<file path="src/rtl/dmem_arbiter_if.sv">
// Purpose : bundles the two master request/response channels and the data-memory port of the arbiter.
// Latency : no logic here; the arbiter grants combinationally and responds one cycle after a grant.
// Backpr. : a master holds req (with stable we/addr/wdata) until it sees gnt in the same cycle.
// Ports   : m0_*/m1_* request, grant and response per master; mem_* toward the data memory.
//           slave modport = arbiter side; master modport = environment side (masters plus memory).
interface dmem_arbiter_if;
   logic        m0_req;
   logic        m0_we;
   logic        m0_lock;
   logic [31:0] m0_addr;
   logic [31:0] m0_wdata;
   logic        m0_gnt;
   logic        m0_rvalid;
   logic [31:0] m0_rdata;

   logic        m1_req;
   logic        m1_we;
   logic        m1_lock;
   logic [31:0] m1_addr;
   logic [31:0] m1_wdata;
   logic        m1_gnt;
   logic        m1_rvalid;
   logic [31:0] m1_rdata;

   logic [31:0] mem_addr;
   logic [31:0] mem_wdata;
   logic        mem_write;
   logic        mem_read;
   logic [31:0] mem_rdata;

   modport slave (
      input  m0_req, m0_we, m0_lock, m0_addr, m0_wdata,
      output m0_gnt, m0_rvalid, m0_rdata,
      input  m1_req, m1_we, m1_lock, m1_addr, m1_wdata,
      output m1_gnt, m1_rvalid, m1_rdata,
      output mem_addr, mem_wdata, mem_write, mem_read,
      input  mem_rdata
   );

   modport master (
      output m0_req, m0_we, m0_lock, m0_addr, m0_wdata,
      input  m0_gnt, m0_rvalid, m0_rdata,
      output m1_req, m1_we, m1_lock, m1_addr, m1_wdata,
      input  m1_gnt, m1_rvalid, m1_rdata,
      input  mem_addr, mem_wdata, mem_write, mem_read,
      output mem_rdata
   );
endinterface

</file>
<file path="src/rtl/dmem_arbiter.sv">
// Purpose : two-master data-memory arbiter (CPU = m0, DMA/debug = m1), round-robin with bounded lock bursts.
// Latency : grant and memory strobes are combinational; rvalid/rdata follow one cycle after each grant.
// Backpr. : a non-granted master simply keeps req high; a grant may be issued every cycle with no bubbles.
// Ports   : clk, rst_n (synchronous, active-low), bus (dmem_arbiter_if.slave: m0_*, m1_*, mem_*).
module dmem_arbiter #(
   parameter int MAX_LOCK = 4
) (
   input  logic           clk,
   input  logic           rst_n,
   dmem_arbiter_if.slave  bus
);

   localparam int             CW      = $clog2(MAX_LOCK + 1);
   localparam logic [CW-1:0]  CNT_MAX = CW'(MAX_LOCK);

   typedef enum logic [1:0] {
      OWN_NONE = 2'd0,
      OWN_M0   = 2'd1,
      OWN_M1   = 2'd2
   } owner_e;

   owner_e        owner_q, owner_d;
   logic          last_gnt_q, last_gnt_d;
   logic [CW-1:0] lock_cnt_q, lock_cnt_d;

   logic          m0_rvalid_q, m1_rvalid_q;
   logic [31:0]   m0_rdata_q, m1_rdata_q;

   logic          gnt0, gnt1;
   logic          hold0, hold1;

   // Grant selection and next-state.
   always_comb begin
      gnt0       = 1'b0;
      gnt1       = 1'b0;
      owner_d    = owner_q;
      last_gnt_d = last_gnt_q;
      lock_cnt_d = lock_cnt_q;

      // The owner keeps its claim only while it still asserts both req and lock.
      hold0 = (owner_q == OWN_M0) && bus.m0_req && bus.m0_lock;
      hold1 = (owner_q == OWN_M1) && bus.m1_req && bus.m1_lock;

      if (hold0) begin
         // Once the burst budget is spent, yield one slot to a waiting m1.
         if ((lock_cnt_q < CNT_MAX) || !bus.m1_req) gnt0 = 1'b1;
         else                                        gnt1 = 1'b1;
      end else if (hold1) begin
         if ((lock_cnt_q < CNT_MAX) || !bus.m0_req) gnt1 = 1'b1;
         else                                        gnt0 = 1'b1;
      end else if (bus.m0_req && bus.m1_req) begin
         // Tie: favour the master that was not granted last.
         if (last_gnt_q) gnt0 = 1'b1;
         else            gnt1 = 1'b1;
      end else begin
         gnt0 = bus.m0_req;
         gnt1 = bus.m1_req;
      end

      // Reset aborts everything, including a lock in progress.
      if (!rst_n) begin
         gnt0 = 1'b0;
         gnt1 = 1'b0;
      end

      if (gnt0) begin
         last_gnt_d = 1'b0;
         if (hold0) begin
            lock_cnt_d = (lock_cnt_q == CNT_MAX) ? CNT_MAX : lock_cnt_q + 1'b1;
         end else if (bus.m0_lock) begin
            owner_d    = OWN_M0;
            lock_cnt_d = CW'(1);
         end else begin
            owner_d    = OWN_NONE;
            lock_cnt_d = '0;
         end
      end else if (gnt1) begin
         last_gnt_d = 1'b1;
         if (hold1) begin
            lock_cnt_d = (lock_cnt_q == CNT_MAX) ? CNT_MAX : lock_cnt_q + 1'b1;
         end else if (bus.m1_lock) begin
            owner_d    = OWN_M1;
            lock_cnt_d = CW'(1);
         end else begin
            owner_d    = OWN_NONE;
            lock_cnt_d = '0;
         end
      end else begin
         // No grant means the owner (if any) stopped requesting.
         owner_d    = OWN_NONE;
         lock_cnt_d = '0;
      end
   end

   always_ff @(posedge clk) begin
      if (!rst_n) begin
         owner_q     <= OWN_NONE;
         last_gnt_q  <= 1'b1;
         lock_cnt_q  <= '0;
         m0_rvalid_q <= 1'b0;
         m1_rvalid_q <= 1'b0;
         m0_rdata_q  <= '0;
         m1_rdata_q  <= '0;
      end else begin
         owner_q     <= owner_d;
         last_gnt_q  <= last_gnt_d;
         lock_cnt_q  <= lock_cnt_d;
         m0_rvalid_q <= gnt0;
         m1_rvalid_q <= gnt1;
         // Writes complete with rvalid but leave the held read data untouched.
         if (gnt0 && !bus.m0_we) m0_rdata_q <= bus.mem_rdata;
         if (gnt1 && !bus.m1_we) m1_rdata_q <= bus.mem_rdata;
      end
   end

   assign bus.m0_gnt    = gnt0;
   assign bus.m1_gnt    = gnt1;
   assign bus.m0_rvalid = m0_rvalid_q;
   assign bus.m1_rvalid = m1_rvalid_q;
   assign bus.m0_rdata  = m0_rdata_q;
   assign bus.m1_rdata  = m1_rdata_q;

   assign bus.mem_addr  = gnt0 ? bus.m0_addr  : (gnt1 ? bus.m1_addr  : 32'h0);
   assign bus.mem_wdata = gnt0 ? bus.m0_wdata : (gnt1 ? bus.m1_wdata : 32'h0);
   assign bus.mem_write = (gnt0 && bus.m0_we)  || (gnt1 && bus.m1_we);
   assign bus.mem_read  = (gnt0 && !bus.m0_we) || (gnt1 && !bus.m1_we);

endmodule
</file>
<file path="src/flat_wrapper.sv">
// flat-port wrapper written by rule: the top's interface ports become plain ports
module dmem_arbiter_flat 
#(
   parameter int MAX_LOCK = 4
)
  (clk, rst_n, bus_m0_req, bus_m0_we, bus_m0_lock, bus_m0_addr, bus_m0_wdata, bus_m0_gnt, bus_m0_rvalid, bus_m0_rdata, bus_m1_req, bus_m1_we, bus_m1_lock, bus_m1_addr, bus_m1_wdata, bus_m1_gnt, bus_m1_rvalid, bus_m1_rdata, bus_mem_addr, bus_mem_wdata, bus_mem_write, bus_mem_read, bus_mem_rdata);
  dmem_arbiter_if bus_i ();
  input  logic clk;
  input  logic rst_n;
  input wire logic [$bits(bus_i.m0_req)-1:0] bus_m0_req;
  input wire logic [$bits(bus_i.m0_we)-1:0] bus_m0_we;
  input wire logic [$bits(bus_i.m0_lock)-1:0] bus_m0_lock;
  input wire logic [$bits(bus_i.m0_addr)-1:0] bus_m0_addr;
  input wire logic [$bits(bus_i.m0_wdata)-1:0] bus_m0_wdata;
  output wire logic [$bits(bus_i.m0_gnt)-1:0] bus_m0_gnt;
  output wire logic [$bits(bus_i.m0_rvalid)-1:0] bus_m0_rvalid;
  output wire logic [$bits(bus_i.m0_rdata)-1:0] bus_m0_rdata;
  input wire logic [$bits(bus_i.m1_req)-1:0] bus_m1_req;
  input wire logic [$bits(bus_i.m1_we)-1:0] bus_m1_we;
  input wire logic [$bits(bus_i.m1_lock)-1:0] bus_m1_lock;
  input wire logic [$bits(bus_i.m1_addr)-1:0] bus_m1_addr;
  input wire logic [$bits(bus_i.m1_wdata)-1:0] bus_m1_wdata;
  output wire logic [$bits(bus_i.m1_gnt)-1:0] bus_m1_gnt;
  output wire logic [$bits(bus_i.m1_rvalid)-1:0] bus_m1_rvalid;
  output wire logic [$bits(bus_i.m1_rdata)-1:0] bus_m1_rdata;
  output wire logic [$bits(bus_i.mem_addr)-1:0] bus_mem_addr;
  output wire logic [$bits(bus_i.mem_wdata)-1:0] bus_mem_wdata;
  output wire logic [$bits(bus_i.mem_write)-1:0] bus_mem_write;
  output wire logic [$bits(bus_i.mem_read)-1:0] bus_mem_read;
  input wire logic [$bits(bus_i.mem_rdata)-1:0] bus_mem_rdata;
  assign bus_i.m0_req = bus_m0_req;
  assign bus_i.m0_we = bus_m0_we;
  assign bus_i.m0_lock = bus_m0_lock;
  assign bus_i.m0_addr = bus_m0_addr;
  assign bus_i.m0_wdata = bus_m0_wdata;
  assign bus_m0_gnt = bus_i.m0_gnt;
  assign bus_m0_rvalid = bus_i.m0_rvalid;
  assign bus_m0_rdata = bus_i.m0_rdata;
  assign bus_i.m1_req = bus_m1_req;
  assign bus_i.m1_we = bus_m1_we;
  assign bus_i.m1_lock = bus_m1_lock;
  assign bus_i.m1_addr = bus_m1_addr;
  assign bus_i.m1_wdata = bus_m1_wdata;
  assign bus_m1_gnt = bus_i.m1_gnt;
  assign bus_m1_rvalid = bus_i.m1_rvalid;
  assign bus_m1_rdata = bus_i.m1_rdata;
  assign bus_mem_addr = bus_i.mem_addr;
  assign bus_mem_wdata = bus_i.mem_wdata;
  assign bus_mem_write = bus_i.mem_write;
  assign bus_mem_read = bus_i.mem_read;
  assign bus_i.mem_rdata = bus_mem_rdata;
  dmem_arbiter #(.MAX_LOCK(MAX_LOCK)) u_core (.clk(clk), .rst_n(rst_n), .bus(bus_i));
endmodule
</file>
<file path="config.mk">
export PLATFORM = sky130hd
export DESIGN_NAME = dmem_arbiter_flat
export DESIGN_NICKNAME = d
export VERILOG_FILES = /design/src/rtl/dmem_arbiter_if.sv /design/src/rtl/dmem_arbiter.sv /design/src/flat_wrapper.sv
export SDC_FILE = /design/constraint.sdc
export NUM_CORES = 1
export LEC_CHECK = 0
export CAP_MARGIN = 20
export CORE_AREA = 2 2 119 121
export CTS_BUF_LIST = sky130_fd_sc_hd__clkbuf_8
export CTS_CLUSTER_DIAMETER = 30
export DETAILED_ROUTE_END_ITERATION = 10
export DIE_AREA = 0 0 121 123
export PLACE_DENSITY = 0.71
export SLEW_MARGIN = 20
export SYNTH_ARGS = -nofsm -noshare
export SYNTH_HDL_FRONTEND = slang
export SYNTH_SLANG_ARGS = --single-unit
</file>
<file path="constraint.sdc">
create_clock -name clk -period 3.65 [get_ports clk]
set_clock_uncertainty 0.1 [all_clocks]
set_input_delay 1.095 -clock clk [delete_from_list [all_inputs] [get_ports clk]]
set_output_delay 1.095 -clock clk [all_outputs]
set_load 0.005 [all_outputs]
</file>
==> results_dict.tcl, run 1 <==
set metrics [dict create \
    outcome "finished, violations left" \
    violations "setup timing" \
    clkTransAtPathRegs_ns 0.07 \
    path_cells "buf_6 > and4b_4 > a32oi_4 > o21ai_4 > and2_4 > buf_12 > buf_16 > a22o_1 > buf_2" \
    rsz0062_at_grt "true" \
    drc 0 \
    antenna_cells 0 \
    critPathBufInv 4 \
    fp.dieArea_um2 14900 \
    die_h_um 123 \
    min_period_over_period_pct 101 \
    crit_family "buffers and inverters" \
    fp.dieW_um 121 \
    hold_class "flip-flop to flip-flop" \
    nNetsFinal 878 \
    boundaryPins 302 \
    r2r_cells 7 \
    drtAntennaViolNets 0 \
    syn_area_um2 3780 \
    cts_tree "done" \
    grt_first_pass_wirelength_um 24800 \
    critical_path.max_fanout 4 \
    power_density_nw_per_um2 291 \
    ys_seq_area_share_pct 38.1 \
    cts_buffers 9 \
    max_slew.worst_pin.slew_ns 0.711 \
    min_period_ns 3.70 \
    start_util_pct 27.8 \
    synthArstFlopShare_pct 0 \
    cp-start-kind "input port" \
    synth_cell_types 33 \
    cts-root-buf "clkbuf_8" \
    maxCapViolCount 0 \
    cts_hold_buffers 0 \
    globalplace.congestion 0.829 \
    holdPathStages 2 \
    grt.total_usage_pct 21.8 \
    critical_path.max_stage_delay_ns 0.22 \
    cts_sinks 72 \
    vias_per_cell 4.82 \
    worst_slack_ns -0.0513 \
    portBuffers 301 \
    drv_slew 0 \
    drtIter0Drc 197 \
    synthToLayoutAreaGrowth_pct 89.0 \
    setup_viol 50 \
    cp.arrival_ns 2.51 \
    wirelength_um 17100 \
    leakage_uw 0.00315 \
    synth_most_common_cell "dfxtp_1" \
    synth_top_area_share_pct 38.1 \
    ys.flop_type "dfxtp_1" \
    insertion_delay_ns 0.34 \
    critPathKind "input port to output port" \
    core_area_um2 13600 \
    htree_levels 3 \
    grt_overflow_total 0 \
    ys_ff_latch 72 \
    relSlewSlack_pct 52.6 \
    fmax_ghz 0.270 \
    cp.depth 9 \
    rows 43 \
    synth-edff-count 0 \
    avgSynthCellArea_um2 9.25 \
    antenna_found_initial 1 \
    end_kind "output port" \
    hpwl_um 12300 \
    routedWlPerCell_um 19.1 \
    synthesis.nets 579 \
    grt_pass1_vias 4353 \
    cts_buffer_depth 2 \
    grt_max_degree 69 \
    yosysTopAreaCell "dfxtp_1" \
    rrSetupSlack_ns 1.44 \
    ys_top_cells_by_count "dfxtp_1, a22o_1, nand2_1" \
    placed_area_um2 6940 \
    pre_cts_slack_ns -0.834 \
    cp.required_ns 2.45 \
    final_cell_area_um2 7150 \
    first_pass_iters 4 \
    synth_area_leaders "dfxtp_1, a22o_1, mux2i_1" \
    max-vdd-ir-drop_mv 0.197 \
    hold_violations 0 \
    worst_hold_slack_ns 0.361 \
    n_fill_cell 1261 \
    drive_gt1_share_pct 17.4 \
    via_count 4308 \
    synth_cells 409 \
    slowest_stage "a22o_1" \
    yosysWarnings 0 \
]
==> layout by cell type, fill, tap and decap left out, types with 2 or more instances in the layout <==
cell type	count
a21boi_0	27
a21boi_1	5
a21o_1	3
a22o_1	65
and2_1	2
and3_1	34
buf_12	6
buf_16	8
buf_2	66
buf_4	8
buf_6	8
buf_8	3
clkbuf_8	10
clkdlybuf4s50_1	228
clkinv_2	4
clkinvlp_4	2
dfxtp_1	72
ha_1	2
inv_1	35
mux2i_1	32
nand2_1	37
nand3b_1	2
nor2_1	2
o21a_1	32
or4bb_1	2
==> metrics by stage <==
step	setup TNS, ns	util, %	total power [µW]	std cells
2_1_floorplan	0	-	1090	409
3_3_place_gp	-50.60	51.0	1520	862
3_5_place_dp	-52.45	51.0	1530	862
4_1_cts	-4.53	52.8	2110	895
5_1_grt	-3.64	52.5	2190	893
6_report	-1.02	52.5	2080	893
==> area by class of cell <==
type	count	area, µm²	area share, %
clock buffer	10	138	1.92
clock inverter	6	35.0	0.490
inverter	35	131	1.84
multi-input combinational	260	1990	27.8
sequential	72	1440	20.2
tap	180	225	3.15
timing repair buffer	330	3190	44.6
==> flip-flops by register name, summed over array words and instances (netlist names) <==
signal	cells
u_core.bus.m0_rvalid	1
u_core.owner_q	2
u_core.lock_cnt_q	3
u_core.bus.m0_rdata	32
u_core.bus.m1_rdata	32
u_core.last_gnt_q	1
u_core.bus.m1_rvalid	1
==> kinds of logic (layout without fill, tap and decap cells) <==
kind of cell               count (synthesis)  after routing  share of synthesized area (%)
buffers and inverters                     77            381                           10.1
adders and majority gates                  2              2                          0.661
and+or+nand+nor                           89             89                           13.0
muxes                                     32             32                           8.46
AOI/OAI and AO/OA                        137            137                           29.7
DFF                                       72             72                           38.1
==> per-layer routing <==
metal | share of wire, % | up-vias | wire [µm] | global-route usage, %
met3 | 8.5 | 27 | 1450 | 7.66
met2 | 51 | 168 | 8780 | 39.5
met1 | 37 | 2050 | 6400 | 23.0
met4 | 2.7 | 2 | 466 | 8.87
met5 | 0.076 | - | 13 | 0
li1 | - | 2061 | - | -
==> report_power, final <==
group	switching, µW	internal, µW	leakage [µW]
combinational	249	420	0.00248
sequential	22.5	828	0.000588
clock	301	260	0.0000878
==> worst min-delay path, delay by kind of cell, from the launching register on <==
kind / cells / cell delay, ns
flip-flops: 1 / 0.31
multiplexers: 1 / 0.05
AND/OR/NAND/NOR: 1 / 0.05
==> worst paths after layout <==
path | endpoint | startpoint
max reg2reg | u_core.bus.m0_rdata[10] | u_core.owner_q[0]
min | u_core.bus.m0_rdata[24] | u_core.bus.m0_rdata[24]
max | bus_mem_addr[10] | bus_m1_req
min reg2reg | u_core.bus.m0_rdata[24] | u_core.bus.m0_rdata[24]
==> timing repair <==
action / 4_1_cts / 5_1_grt
gates resized for setup: 306 / 6
endpoints found under the hold margin: 0 / 0
endpoints found under the setup margin: 68 / 67
buffers inserted: 8 / 0
cloned: 10 / 1
pin swaps: 31 / 25
Note: power is estimated with default switching activity, not from simulation.
==> run 2: changes to the inputs <==
--- a/config.mk
+++ b/config.mk
@@ -7,7 +7,7 @@
 export LEC_CHECK = 0
 export CAP_MARGIN = 20
 export CORE_AREA = 2 2 119 121
-export CTS_BUF_LIST = sky130_fd_sc_hd__clkbuf_8
+export CTS_BUF_LIST = sky130_fd_sc_hd__clkbuf_4 sky130_fd_sc_hd__clkbuf_8
 export CTS_CLUSTER_DIAMETER = 30
 export DETAILED_ROUTE_END_ITERATION = 10
 export DIE_AREA = 0 0 121 123
==> results of run 2 <==
Same layout as run 1: the final DEF is identical, and so are final timing and power.
